File: src/rtl/fetch_stage.sv
// Instruction-fetch stage: PC, direct-mapped I-cache with request/ready refill, IF/ID register.
// Optional hit/miss counters are enabled by defining ICACHE_PERF_EN.
module fetch_stage #(
  parameter logic [31:0] RESET_PC = 32'h0000_0000,
  parameter int unsigned LINES    = 4
) (
  input  logic         clk,
  input  logic         reset,
  input  logic         fetch_en,
  input  logic         branch_taken,
  input  logic [31:0]  branch_target,
  output logic         mem_req,
  output logic [31:0]  mem_addr,
  input  logic         mem_ready,
  input  logic [127:0] mem_data,
  output logic [31:0]  instruction,
  output logic [31:0]  pc_out,
  output logic         block_pipe_instr_cache
`ifdef ICACHE_PERF_EN
  ,
  output logic [31:0]  hit_count,
  output logic [31:0]  miss_count
`endif
);

  localparam int unsigned IndexW = $clog2(LINES);
  localparam int unsigned TagW   = 28 - IndexW;

  typedef enum logic [0:0] {StIdle, StRefill} state_e;
  typedef logic [3:0][31:0] line_t;

  state_e            state_q, state_d;
  logic [31:0]       pc_q, pc_d;
  logic [31:0]       instr_q, instr_d;
  logic [31:0]       pc_out_q, pc_out_d;
  logic [31:0]       miss_addr_q, miss_addr_d;
  logic [LINES-1:0]  valid_q, valid_d;
  line_t             data_q [LINES];
  logic [TagW-1:0]   tag_q  [LINES];

  logic [IndexW-1:0] idx, fill_idx;
  logic [TagW-1:0]   tag, fill_tag;
  logic [1:0]        off;
  logic              hit, fill;
  logic              unused_tgt_bits;

  assign idx      = pc_q[4 +: IndexW];
  assign tag      = pc_q[31:4+IndexW];
  assign off      = pc_q[3:2];
  assign fill_idx = miss_addr_q[4 +: IndexW];
  assign fill_tag = miss_addr_q[31:4+IndexW];

  assign hit  = (state_q == StIdle) && valid_q[idx] && (tag_q[idx] == tag);
  assign fill = (state_q == StRefill) && mem_ready;

  assign unused_tgt_bits = ^branch_target[1:0];

  // A branch in IDLE suppresses the miss, so the stall only covers real lookups.
  assign block_pipe_instr_cache = (state_q == StRefill) || !(hit || branch_taken);
  assign mem_req     = (state_q == StRefill);
  assign mem_addr    = miss_addr_q;
  assign instruction = instr_q;
  assign pc_out      = pc_out_q;

  always_comb begin
    state_d     = state_q;
    pc_d        = pc_q;
    instr_d     = instr_q;
    pc_out_d    = pc_out_q;
    miss_addr_d = miss_addr_q;
    valid_d     = valid_q;

    if (fill) valid_d[fill_idx] = 1'b1;

    if (branch_taken) begin
      pc_d     = {branch_target[31:2], 2'b00};
      instr_d  = 32'h0;
      pc_out_d = pc_q;
    end else if (hit) begin
      if (fetch_en) begin
        instr_d  = data_q[idx][off];
        pc_out_d = pc_q;
        pc_d     = pc_q + 32'd4;
      end
    end else if (fetch_en) begin
      instr_d  = 32'h0;
      pc_out_d = pc_q;
    end

    unique case (state_q)
      StIdle: begin
        if (!hit && !branch_taken) begin
          state_d     = StRefill;
          miss_addr_d = {pc_q[31:4], 4'b0000};
        end
      end
      StRefill: begin
        if (mem_ready) state_d = StIdle;
      end
      default: state_d = StIdle;
    endcase
  end

  always_ff @(posedge clk) begin
    if (reset) begin
      state_q     <= StIdle;
      pc_q        <= RESET_PC;
      instr_q     <= 32'h0;
      pc_out_q    <= RESET_PC;
      miss_addr_q <= 32'h0;
      valid_q     <= '0;
    end else begin
      state_q     <= state_d;
      pc_q        <= pc_d;
      instr_q     <= instr_d;
      pc_out_q    <= pc_out_d;
      miss_addr_q <= miss_addr_d;
      valid_q     <= valid_d;
      // Line payload needs no reset: valid bits gate every use.
      if (fill) begin
        data_q[fill_idx] <= mem_data;
        tag_q[fill_idx]  <= fill_tag;
      end
    end
  end

`ifdef ICACHE_PERF_EN
  logic [31:0] hit_cnt_q, hit_cnt_d;
  logic [31:0] miss_cnt_q, miss_cnt_d;

  always_comb begin
    hit_cnt_d  = hit_cnt_q;
    miss_cnt_d = miss_cnt_q;
    if (hit && fetch_en && !branch_taken) hit_cnt_d = hit_cnt_q + 32'd1;
    if ((state_q == StIdle) && (state_d == StRefill)) miss_cnt_d = miss_cnt_q + 32'd1;
  end

  always_ff @(posedge clk) begin
    if (reset) begin
      hit_cnt_q  <= 32'h0;
      miss_cnt_q <= 32'h0;
    end else begin
      hit_cnt_q  <= hit_cnt_d;
      miss_cnt_q <= miss_cnt_d;
    end
  end

  assign hit_count  = hit_cnt_q;
  assign miss_count = miss_cnt_q;
`endif

endmodule

File: config.mk
export PLATFORM = sky130hd
export DESIGN_NAME = fetch_stage
export DESIGN_NICKNAME = d
export VERILOG_FILES = /design/src/rtl/fetch_stage.sv
export SDC_FILE = /design/constraint.sdc
export NUM_CORES = 1
export LEC_CHECK = 0
export BUFFER_PORTS_ARGS = -buffer_cell sky130_fd_sc_hd__buf_2
export CORE_MARGIN = 5
export CORE_UTILIZATION = 31
export CTS_CLUSTER_SIZE = 8
export DETAILED_ROUTE_END_ITERATION = 8
export GPL_ROUTABILITY_DRIVEN = 0
export GPL_TIMING_DRIVEN = 0
export PLACE_DENSITY = 0.5
export SYNTH_ARGS = -nofsm -noshare
export SYNTH_HDL_FRONTEND = slang
export SYNTH_SLANG_ARGS = --single-unit
File: constraint.sdc
create_clock -name clk -period 19.85 [get_ports clk]
set_input_delay 1.985 -clock clk [delete_from_list [all_inputs] [get_ports clk]]
set_output_delay 1.985 -clock clk [all_outputs]
set_load 0.05 [all_outputs]
; ---- After elaboration in Yosys (flattened, before gate mapping)
; Memories as Yosys holds them, arrays and structs flattened. A register that Yosys moved wholly into a read port is not among the register bits.
; Cells that the tools add are included.
[totals]
reg_bits = 129
ramBits = 616
elab_cells = 57
memories = 2
[classes]
n_addsub = 1
order_cmp = 4
n_eq_ne = 1
muxes = 24
n_bitwise = 2
reduce_logical = 16
[mem_list]
columns = name, words, word_bits, read_ports, rd_ports_with_merged_regs, write_ports, line
row1 = data_q, 4, 128, 1, 1, 1, 38  ; line_t data_q [LINES];
row2 = tag_q, 4, 26, 1, 1, 1, 39  ; logic [TagW-1:0] tag_q [LINES];
[op_table]
columns = cell, n
row1 = 32-bit two-way mux, 9
row2 = 32-bit binary-select mux with 2-bit select, 1
row3 = 32-bit by 3-bit adder with 32-bit output (second input constant), 1
row4 = 26-bit equality test, 1
row5 = 2-bit by 3-bit less-than comparator with 1-bit output (second input constant), 3
row6 = 2-bit two-way mux, 4
row7 = 1-bit two-way mux, 7
row8 = 2-bit AND reduction, 3
row9 = 1-bit logical AND, 5
row10 = 4-bit bitwise OR, 1
row11 = 2-bit nonzero test, 2
row12 = 1-bit zero test, 3
row13 = 1-bit binary-select mux with 2-bit select, 1
row14 = 1-bit demux with 2-bit select, 1
row15 = 2-bit by 1-bit greater-or-equal comparator with 1-bit output (second input constant), 1
row16 = 1-bit logical OR, 2
row17 = 1-bit case mux with 2 select lines, 1
row18 = 2-bit OR reduction, 1
row19 = 1-bit inverter, 1

; ---- Longest topological paths before layout
[depth]
ltp_word = 8
mapped_depth = 12
ltp_nobuf = 7

; ---- Worst setup path before layout
; Ideal clock, no wire load.
[synth_path]
path_kind = input to register
start = in reset
end = mem data_q[0][0] (netlist bit) (enable)
arrival_ns = 16.981
required_time_ns = 18.803
slack_ns = 1.822
path_stages = 3
cell_sequence = clkbuf_1 > clkbuf_1 > nor4_1
[synth_via]
elab_chain_len = 2
[synth_rtl]
columns = item, line
row1 = start: declaration, 8  ; input logic reset,
row2 = 1-bit two-way mux, 105  ; if (reset) begin
row3 = 1-bit two-way mux (implied by the code), 121  ; data_q[fill_idx] <= mem_data;
row4 = end: declaration, 38
; Every way passes these cells.

==> results by group <==
Status
  – Status: complete, no violations

Synthesis
  – Seq cells post-synth: 743
  – Number of enable flip-flop cells after synthesis: 616
  – Cell type with the largest total area after synthesis: edfxtp_1
  – Top-area cell type share of the netlist area: a little under two thirds
  – Synthesized cell area: 29000 µm²
  – Commonest register cell after synthesis: edfxtp_1
  – Async set-reset flop share out of synthesis: 0%
  – Count leader, synth: edfxtp_1
  – Unique masters post-synth: 65
  – Combinational family with the most area after synthesis: multiplexers
  – Mean Syn Cell Area: 18.1 µm²
  – Post-synthesis adder-cell area fraction: 0.0431%
  – Post-synthesis mux area share: 15.7%
  – Synth Area in Compound Gates: 4.31%
  – XOR/XNOR Fraction of Synth Area: less than 1%
  – Register area share after synthesis: between 70% and 80%
  – Synth Instances: 1602
  – Post-Synth Simple-Gate Area: 4.88%
  – YS warnings: 0
  – Post-synth top cells: 616 x edfxtp_1, 174 x mux4_2, 142 x nand2_1, 127 x dfxtp_1, 86 x clkbuf_1
  – Dominant cells by area after synthesis: edfxtp_1 64%, mux4_2 14%, dfxtp_1 8.8%

Clocking
  – Sink Count: 743
  – Worst-skew pair later-pin latency: 0.68 ns
  – Worst-path clk slew: 0.05 ns
  – # H-tree levels: 3
  – Post-CTS setup buffers: 0
  – Clock Tree Root: clkbuf_16
  – CTS tree: built
  – Post-cts sizing count: 0
  – TritonCTS buffer count: 104
  – Buffer depth of the longest clock path: 3
  – Hold buffers post-CTS: 0

Place
  – DP Wirelength: 58000 µm
  – Pre-CTS WS: 13.62 ns
  – IO buf count: 252

STA
  – Max Slew Vio Count: 0
  – Final Hold Viols: 0
  – Tcrit/Tclk final: 35.0%
  – Final setup fails: 0
  – Min cycle time layout: 6.95 ns
  – Worst-Margin Slew: 1.37 ns
  – Final WS setup: 12.90 ns
  – Layout Skew: 0.0332 ns
  – RSZ-0062 raised after global routing: no
  – Worst slew margin: 7.41%
  – Fmax: roughly 0.14 GHz
  – Setup TNS: 0 ns

Route
  – Routed WL: 85600 µm
  – # DRC: 0
  – Drt pass-1 iters: 5
  – Vias per cell: 5.04
  – WL/cell: around 26 µm
  – Final ANT Viol Nets: 0
  – 1st-iter DRT viols: 1201
  – Via count: 16925

Setup path
  – Reg2reg setup slack: 15.25 ns
  – Crit-path max FO: 10
  – Critical Path Source Type: flop
  – Crit path kind: flop to output port
  – Critical Path Sink: block_pipe_instr_cache
  – RR Endpoint: instruction[14]
  – Critical Path AT: 4.97 ns
  – Worst Reg2Reg Path Length in Cells: 11
  – Crit path required time: 17.86 ns
  – Worst setup EP type: output port

Floorplan
  – Die Y-Extent: 316 µm
  – Die width: 316 µm
  – DIE AREA: 99800 µm²
  – Core Rows: 112
  – Io pins: 263
  – Initial Util: 31.2%
  – Core area: 93000 µm²

Pwr
  – Register share of total power: 47.3%
  – Cell Int Power: roughly 0.0028 W
  – Net Sw Power: between 0.0008 and 0.0009 W
  – Leak: 11.8 nW
  – Peak supply drop: around 0.070 mV
  – Clock Power Share: approximately 45%
  – Design Power: 0.00364 W
  – Switching Share: 23.0%
  – PD cells: 102 nW/µm²
  – Gate power share: 7.8%

GRT
  – All-layer global routing usage: roughly 17%
  – Global-route wire length before repair: 124000 µm
  – Largest net degree at the start of global routing: 40
  – Vias in the first global route: 17523
  – Initial antenna violation count: 22
  – GRT overflow: 0

Final layout
  – Storage cell area: 21000 µm²
  – Area added between synthesis and finish: 22.5%
  – Nets: 2179
  – Fraction of layout cells with a size suffix above 1: 29.8%
  – Fill cells: between 8000 and 9000
  – Area of the multi-input gates: 7420 µm²

Worst hold path
  – Worst Hold Class: flop to flop
  – Hold depth: 1

Run
  – Maxcap violations: 0
-- layer usage --
layer | track usage (%) | vias up | part of all wire (%)
met5 | 0 | - | 0.093
met4 | 4.74 | 12 | 2.6
met3 | 4.52 | 154 | 7.5
met2 | 27.8 | 677 | 48
met1 | 22.3 | 8722 | 42
li1 | - | 7360 | -
-- state kept, by name, summed over array words and instances, names as in the netlist, named ones only --
name	cells
mem_addr	28
data_q	512
pc_out	30
instruction	32
valid_q	4
tag_q	104
pc_q	30
mem_req	1
-- critical path, stage by stage, from the launching register on --
cell      delay, ns
dfxtp_1        0.32
buf_4          0.26
buf_4          0.21
clkbuf_1       0.57
mux4_2         0.61
xnor2_1        0.15
and4_1         0.23
nand2_1        0.18
clkbuf_1       0.46
clkbuf_1       0.48
o21ai_0        0.32
nand2_1        0.22
buf_2          0.29
-- area by class of cell --
cell class / count / share of cell area (%)
flip-flops and latches: 743 / 59.2
multi-input cells: 724 / 20.9
clock buffers: 175 / 8.16
repair buffers: 300 / 5.35
well taps: 1254 / 4.41
plain buffers: 124 / 1.51
clock inverters: 8 / 0.257
inverters: 16 / 0.169
diodes: 12 / 0.0845
-- power groups by stage --
stage               Combinational (W)  Sequential [W]  Clock, W
global route                 0.000305         0.00172   0.00175
global placement             0.000282         0.00176         0
finish                       0.000285         0.00172   0.00163
CTS                          0.000290         0.00172   0.00168
floorplan                    0.000158         0.00177         0
detailed placement           0.000289         0.00175         0
-- layout by cell type, fill, tap and decap left out, drive strengths merged, types with 5 or more instances in the layout --
cell type	instances
edfxtp	616
buf	338
clkbuf	261
mux4	174
nand2	142
dfxtp	127
mux2i	61
nand3	35
a21oi	34
a32o	33
nor2	27
nor3	20
inv	18
nand4	17
and3	17
nor4	16
diode	12
xnor2	12
o21ai	12
o211ai	12
or4	6
o31ai	6
a311oi	6
conb	6
o22ai	5
a211oi	5
or3	5
clkinv	5
-- cell families (layout without fill, tap and decap cells) --
kind of cell             after synthesis  after routing
AO/OA/AOI/OAI                        163            163
XOR/XNOR                              16             16
adder cells (fa/ha/maj)                1              1
buffers and inverters                140            623
flip-flops                           743            743
multiplexers                         237            237
other                                  1             18
AND/OR/NAND/NOR                      301            301
-- stage by stage --
step	hold slack (ns)	instance area, µm²	util (%)	cells
final	0.450	35600	38.2	3356
after global routing	0.469	35500	38.2	3345
after CTS	0.452	35500	38.2	3344
after detailed placement	0.439	32500	35.0	3161
after global placement	0.428	31900	34.2	3113
after floorplan	0.421	29000	-	1607
-- how the worst min path moves through the flow --
stage               start    endpoint  slack [ns]
4_1_cts        valid_q[0]  valid_q[0]        0.45
3_5_place_dp   valid_q[0]  valid_q[0]        0.44
3_3_place_gp   valid_q[2]  valid_q[2]        0.43
5_1_grt         pc_out[3]   pc_out[3]        0.47
6_report       valid_q[1]  valid_q[1]        0.45
2_1_floorplan  valid_q[2]  valid_q[2]        0.42
(Power assumes the default switching activity.)
